**src/rtl/param_counter.sv**
```systemverilog
// ---------------------------------------------------------------------------
// param_counter
//
// Purpose:
//   General-purpose event/timebase counter. Counts over 0..MOD_MAX in either
//   direction, with synchronous clear and load, and wraps or saturates at the
//   boundary. Each boundary step raises a registered one-cycle terminal-count
//   pulse and sets a sticky overflow flag.
//
// Parameters:
//   WIDTH    - counter width in bits (2..32)
//   MOD_MAX  - highest count value, must fit in WIDTH bits
//   SATURATE - 0: wrap at the boundary, 1: hold at the boundary
//   PRESCALE - enabled cycles per count step (prescaler build only, >= 1)
//
// Ports:
//   clk        in   rising-edge clock
//   reset      in   asynchronous, active-low reset
//   enable     in   count enable
//   clear      in   synchronous clear to 0, highest synchronous priority
//   load       in   synchronous load of load_value
//   load_value in   value to load, clamped to MOD_MAX
//   up_down    in   1 = count up, 0 = count down
//   out        out  current count, registered
//   tc         out  terminal-count pulse, registered, one cycle wide
//   overflow   out  sticky boundary-crossing flag
//
// Configuration macro:
//   COUNTER_PRESCALER_EN - when defined, an internal prescaler gates the count
//   steps so that one step happens every PRESCALE enabled cycles. When left
//   undefined no prescaler logic exists and every enabled cycle is a step.
// ---------------------------------------------------------------------------
module param_counter #(
  parameter int unsigned WIDTH    = 8,
  parameter int unsigned MOD_MAX  = 255,
  parameter bit          SATURATE = 1'b0,
  parameter int unsigned PRESCALE = 4
) (
  input  logic             clk,
  input  logic             reset,
  input  logic             enable,
  input  logic             clear,
  input  logic             load,
  input  logic [WIDTH-1:0] load_value,
  input  logic             up_down,
  output logic [WIDTH-1:0] out,
  output logic             tc,
  output logic             overflow
);

  // Elaboration-time sanity checks on the configuration.
  if (WIDTH < 2 || WIDTH > 32) begin : g_bad_width
    $error("param_counter: WIDTH must be in 2..32");
  end
  if (64'(MOD_MAX) > ((64'd1 << WIDTH) - 64'd1)) begin : g_bad_mod_max
    $error("param_counter: MOD_MAX does not fit in WIDTH bits");
  end
  if (PRESCALE < 1) begin : g_bad_prescale
    $error("param_counter: PRESCALE must be at least 1");
  end

  localparam logic [WIDTH-1:0] MAX_V = WIDTH'(MOD_MAX);

  logic [WIDTH-1:0] cnt_q, cnt_d;
  logic             tc_q, tc_d;
  logic             ovf_q, ovf_d;

  logic             step;
  logic             at_top;
  logic             at_bottom;
  logic [WIDTH-1:0] load_clamped;

  // A step is only possible when neither clear nor load claims the edge.
  logic             step_req;
  assign step_req = enable && !clear && !load;

`ifdef COUNTER_PRESCALER_EN
  // Prescaler counts 0..PRESCALE-1 on each step request; the counter only
  // advances on the request that finds it at its last value. With
  // PRESCALE=1 the prescaler sits at 0, which is always its last value.
  localparam int unsigned      PS_W    = (PRESCALE > 1) ? $clog2(PRESCALE) : 1;
  localparam logic [PS_W-1:0]  PS_LAST = PS_W'(PRESCALE - 1);

  logic [PS_W-1:0] ps_q, ps_d;
  logic            ps_last;

  assign ps_last = (ps_q == PS_LAST);

  always_comb begin
    ps_d = ps_q;
    if (clear || load) begin
      ps_d = '0;
    end else if (enable) begin
      ps_d = ps_last ? '0 : ps_q + 1'b1;
    end
  end

  always_ff @(posedge clk or negedge reset) begin
    if (!reset) begin
      ps_q <= '0;
    end else begin
      ps_q <= ps_d;
    end
  end

  assign step = step_req && ps_last;
`else
  assign step = step_req;
`endif

  // Boundary detection uses >= / == at WIDTH bits so no increment is ever
  // evaluated at the top of the range, keeping MOD_MAX = 2^WIDTH-1 safe.
  assign at_top       = (cnt_q >= MAX_V);
  assign at_bottom    = (cnt_q == '0);
  assign load_clamped = (load_value > MAX_V) ? MAX_V : load_value;

  // Next-state for count, terminal-count pulse and sticky overflow.
  // tc defaults low so it is a one-cycle pulse per boundary step.
  always_comb begin
    cnt_d = cnt_q;
    tc_d  = 1'b0;
    ovf_d = ovf_q;
    if (clear) begin
      cnt_d = '0;
      ovf_d = 1'b0;
    end else if (load) begin
      cnt_d = load_clamped;
    end else if (step) begin
      if (up_down) begin
        if (at_top) begin
          cnt_d = SATURATE ? MAX_V : '0;
          tc_d  = 1'b1;
          ovf_d = 1'b1;
        end else begin
          cnt_d = cnt_q + 1'b1;
        end
      end else begin
        if (at_bottom) begin
          cnt_d = SATURATE ? '0 : MAX_V;
          tc_d  = 1'b1;
          ovf_d = 1'b1;
        end else begin
          cnt_d = cnt_q - 1'b1;
        end
      end
    end
  end

  always_ff @(posedge clk or negedge reset) begin
    if (!reset) begin
      cnt_q <= '0;
      tc_q  <= 1'b0;
      ovf_q <= 1'b0;
    end else begin
      cnt_q <= cnt_d;
      tc_q  <= tc_d;
      ovf_q <= ovf_d;
    end
  end

  assign out      = cnt_q;
  assign tc       = tc_q;
  assign overflow = ovf_q;

endmodule

```
**config.mk**
```make
export PLATFORM = sky130hd
export DESIGN_NAME = param_counter
export DESIGN_NICKNAME = d
export VERILOG_FILES = /design/src/rtl/param_counter.sv
export SDC_FILE = /design/constraint.sdc
export NUM_CORES = 1
export LEC_CHECK = 0
export CAP_MARGIN = 20
export CORE_MARGIN = 3
export CORE_UTILIZATION = 43
export CTS_CLUSTER_DIAMETER = 120
export CTS_CLUSTER_SIZE = 14
export DETAILED_ROUTE_END_ITERATION = 10
export HOLD_SLACK_MARGIN = 0.08
export PLACE_DENSITY = 0.74
export SYNTH_ARGS = -nofsm -noshare
export SYNTH_HDL_FRONTEND = slang
export SYNTH_SLANG_ARGS = --single-unit
```
**constraint.sdc**
```tcl
create_clock -name clk -period 1.8 [get_ports clk]
set_clock_uncertainty 0.2 [all_clocks]
set_input_delay 0.36 -clock clk [delete_from_list [all_inputs] [get_ports clk]]
set_output_delay 0.36 -clock clk [all_outputs]
set_load 0.03 [all_outputs]
```
==> results.txt, run 1 <==
- The run finished, with violations left.
* Type of destination of the critical path: flop
* Antenna violation net count after detailed routing: 0
- Subtracting the final worst setup slack from the clock period gives 1.88 ns.
- Most used flip-flop cell after synthesis: sky130_fd_sc_hd__dfrtp_1
- First-pass detailed-route iteration total: 4
- Headroom to the max-slew limit came out at 66.1%.
- Sequential-to-total area share from yosys stat: 26.3%
- Transition at the pin with the smallest max-transition slack: 0.506 ns
- The congestion estimate from routability-driven global placement came to 0.947.
- Share of power burned in registers: 27.2%
- Counting every instance in the synthesized netlist gives 117.
- Standard cell area after detailed placement: 1480 sq um
- #FFs+latches synth: 10
* Detail Placement HPWL: 2450 um
- Input and output buffers added on the ports amount to 23.
- DIE AREA: ~2800 sq um
* Growth of design area from synthesis to finish: 63.2%
- Share of Yosys cell area claimed by the top area cell type: about a quarter
- CTS built an H-tree with a depth of 1.
- Synth async-reset ratio: between 90% and 100%
* VDD IR-drop max: 0.000595 V
- Max-cap violation count: 0
- Pin count of the biggest net entering global routing: 17
- For the worst-skew pair, the clock arrives at the later sink with an insertion delay of 0.27 ns.
- Static Leakage: about 0.00067 uW
- Setup repair after global routing could not meet its margin everywhere.
- Count of cell types in the netlist: 49
* Share of total power in the clock network: 21.5%
- Path type of the worst setup path: flop to flop
* Final critical-path setup slack: -0.0836 ns
- Initial core utilization: between 40% and 50%
- Combinational share of power: 51.3%
- Maximum root-to-sink buffer count: 2
- Part of the cycle the worst path needs: 105%
- Clock tree from TritonCTS: yes
- Initial antenna violation count: 0
- WP data required: ~1.8 ns
- Internal power: 609 uW
* Fill cells: 157
- STA classifies the critical path startpoint as a flop.
- The floorplan step set the die width to 53.1 um.
- After the first detailed-routing iteration, the DRC count stood at 67.
* Critical-path maximum fanout: 5
- Clock input transition at the sequential cells of the worst setup and hold paths: 0.07 ns
* Fin. Hold Viols: 0
* Net switching share of the total power: 37.2%
* Post-synth EDFFs: 0
* Buffer type at the clock tree root: sky130_fd_sc_hd__clkbuf_4
- Ranked by total cell area, the synthesized netlist is headed by sky130_fd_sc_hd__dfrtp_1 26%, sky130_fd_sc_hd__a22oi_1 4.7%, sky130_fd_sc_hd__a21oi_1 4.2%, sky130_fd_sc_hd__ha_1 3.9%, sky130_fd_sc_hd__o21ai_0 3.2%.
- Antenna fix cells: 0
* Number of vias per cell after detailed routing: roughly 6
- Summing every instance area after synthesis gives about 950 sq um.
* Cell type contributing the most total cell area after synthesis: sky130_fd_sc_hd__dfrtp_1
- Final max-slew violation count: 0
- Nets in the synthesized netlist: approximately 130
- Number of vias in the routed layout: 1190
- Layout cells sized above 1: about two fifths
- Overall routed net length: ~3300 um
- Summed area of non-filler cells in the final layout: between 1500 and 2000 sq um
* Clk sink count: 10
* Post-layout net count: 190
* Gr ovfl total: 0
* WL/cell: 16.7 um
* Via count of the first global-routing pass: 1177
* Core Util, Final: 76.9%
* Number of buffers inserted during clock tree synthesis: 3
- Areal power density over the cells: 624 nW/um^2
- In this run the power spent charging and discharging nets is between 300 and 400 uW.
* Std cell rows: 16
* Arrival time of data at the critical path endpoint: between 1.5 and 2 ns
- The Yosys step of the flow raised 0 warnings.
- Die Y-Extent: 53.1 um
- Wire length of the first global-routing pass: ~5500 um
* Drt drc: 0
- After floorplanning, the core was sized to cover just over 2000 sq um.
* Setup violators final: 6
* Total routing usage reported by global routing: 26.6%
* Violations in the final reports: setup timing
- Class of the tightest hold or removal check: primary input to asynchronous set/reset pin
- Dividing the synthesized area by the synthesized cell count gives 8.14 sq um.
* Highest clock rate: 531 MHz
- 24 I/O pins were placed.
[final cells by class]
type	count	area, sq um	area share, %
Sequential cell	10	256	16.5
Multi-Input combinational cell	91	692	44.5
Tap cell	27	33.8	2.17
Clock buffer	4	36.3	2.33
Timing Repair Buffer	60	504	32.4
Inverter	7	31.3	2.01
[cell usage in the layout (no fill, tap or decap), types with 2 or more instances in the layout]
cell / instances
sky130_fd_sc_hd__o21ai_0: 4
sky130_fd_sc_hd__inv_1: 5
sky130_fd_sc_hd__or4_4: 2
sky130_fd_sc_hd__and2_1: 2
sky130_fd_sc_hd__dfrtp_2: 5
sky130_fd_sc_hd__dfrtp_1: 5
sky130_fd_sc_hd__a22oi_1: 6
sky130_fd_sc_hd__a21o_1: 2
sky130_fd_sc_hd__o31ai_1: 3
sky130_fd_sc_hd__nor3b_2: 2
sky130_fd_sc_hd__inv_4: 2
sky130_fd_sc_hd__dlygate4sd2_1: 6
sky130_fd_sc_hd__nor3_1: 3
sky130_fd_sc_hd__nand4_1: 3
sky130_fd_sc_hd__clkbuf_4: 3
sky130_fd_sc_hd__o21ai_1: 4
sky130_fd_sc_hd__buf_4: 38
sky130_fd_sc_hd__nor4_2: 2
sky130_fd_sc_hd__clkdlybuf4s50_1: 13
sky130_fd_sc_hd__nand3_1: 3
sky130_fd_sc_hd__o211ai_1: 2
sky130_fd_sc_hd__a21oi_1: 7
sky130_fd_sc_hd__nand2_1: 6
sky130_fd_sc_hd__nor2_1: 5
sky130_fd_sc_hd__o41ai_1: 2
[layer usage]
metal | GRT usage [%] | wire, um
met4 | 11.9 | 96
met5 | 0 | 0
met1 | 35.1 | 1490
met2 | 43.0 | 1540
met3 | 3.38 | 189
[cells in the mapped netlist (2+ instances only)]
master	instances
sky130_fd_sc_hd__a22oi_1	6
sky130_fd_sc_hd__o41ai_1	2
sky130_fd_sc_hd__buf_2	3
sky130_fd_sc_hd__nor3b_1	3
sky130_fd_sc_hd__o31ai_1	3
sky130_fd_sc_hd__o21ai_0	6
sky130_fd_sc_hd__ha_1	3
sky130_fd_sc_hd__dfrtp_1	10
sky130_fd_sc_hd__or3b_2	2
sky130_fd_sc_hd__a21o_1	2
sky130_fd_sc_hd__nand2_1	6
sky130_fd_sc_hd__clkbuf_1	5
sky130_fd_sc_hd__nand4_1	3
sky130_fd_sc_hd__nand3_1	3
sky130_fd_sc_hd__nor3_1	4
sky130_fd_sc_hd__nor4_1	2
sky130_fd_sc_hd__a21oi_1	8
sky130_fd_sc_hd__inv_1	7
sky130_fd_sc_hd__o211ai_1	2
sky130_fd_sc_hd__o21ai_1	2
sky130_fd_sc_hd__a221oi_1	2
sky130_fd_sc_hd__and2_1	2
sky130_fd_sc_hd__nor2_1	5
[worst max-delay path: stages (launching register included)]
cell                      delay, ns
sky130_fd_sc_hd__dfrtp_2       0.41
sky130_fd_sc_hd__or4_4         0.60
sky130_fd_sc_hd__o31ai_1       0.26
sky130_fd_sc_hd__nor3b_2       0.23
sky130_fd_sc_hd__o21ai_1       0.07
[through the flow]
| stage | hold WS (ns) | setup slack [ns] | cells | setup TNS (ns) | power (uW) |
|---|---|---|---|---|---|
| after floorplan | -0.136 | -0.144 | 117 | -0.516 | 525 |
| after global placement | 0.271 | -0.271 | 193 | -1.44 | 723 |
| after detailed placement | 0.276 | -0.276 | 193 | -1.57 | 730 |
| after CTS | 0.226 | -0.108 | 199 | -0.316 | 956 |
| after global routing | 0.231 | -0.139 | 199 | -0.684 | 1020 |
| final | 0.224 | -0.0836 | 199 | -0.275 | 970 |
[power groups by stage]
stage          Clock (uW)  Sequential, uW  Combinational (uW)
2_1_floorplan           0             306                 219
4_1_cts               216             263                 476
3_5_place_dp            0             267                 463
5_1_grt               228             267                 528
6_report              209             264                 497
3_3_place_gp            0             266                 457
[kinds of logic after synthesis]
| family | synth area share (%) |
|---|---|
| AO/OA/AOI/OAI | 35.6 |
| XOR/XNOR | 0.920 |
| adder cells (fa/ha/maj) | 3.94 |
| buffers and inverters | 7.49 |
| flip-flops | 26.3 |
| multiplexers | 1.05 |
| AND/OR/NAND/NOR | 24.7 |
[flip-flops by register name, summed over array words and instances, names as in the netlist]
register and flops:
overflow 1, out 8, tc 1
[final timing paths]
| kind | from | end | slack, ns | cells past startpoint |
|---|---|---|---|---|
| min in group clk | overflow | overflow | 0.29 | 1 |
| max in group asynchronous | reset | out[4] | 0.81 | 1 |
| worst max register to register | out[4] | out[7] | -0.08 | 4 |
| worst min register to register | overflow | overflow | 0.29 | 1 |
| worst min-delay path | reset | overflow | 0.22 | 1 |
| worst max-delay path | out[4] | out[7] | -0.08 | 4 |
[timing repair]
| item | in CTS | in global routing |
|---|---|---|
| pin swaps | 6 | 3 |
| gates resized for setup | 13 | 7 |
| hold buffers | 0 | 0 |
| setup buffers | 2 | 0 |
| setup endpoints to repair | 14 | 11 |
Note: power is estimated with default switching activity, not from simulation.
==> inputs of run 2 (changes only) <==
Settings changed: SKIP_LAST_GASP from default to 1.
==> results of run 2 <==
Same layout as run 1: the final DEF is identical, and so are final timing and power.
Main changes from that run: number of gates resized after CTS 13 -> 12
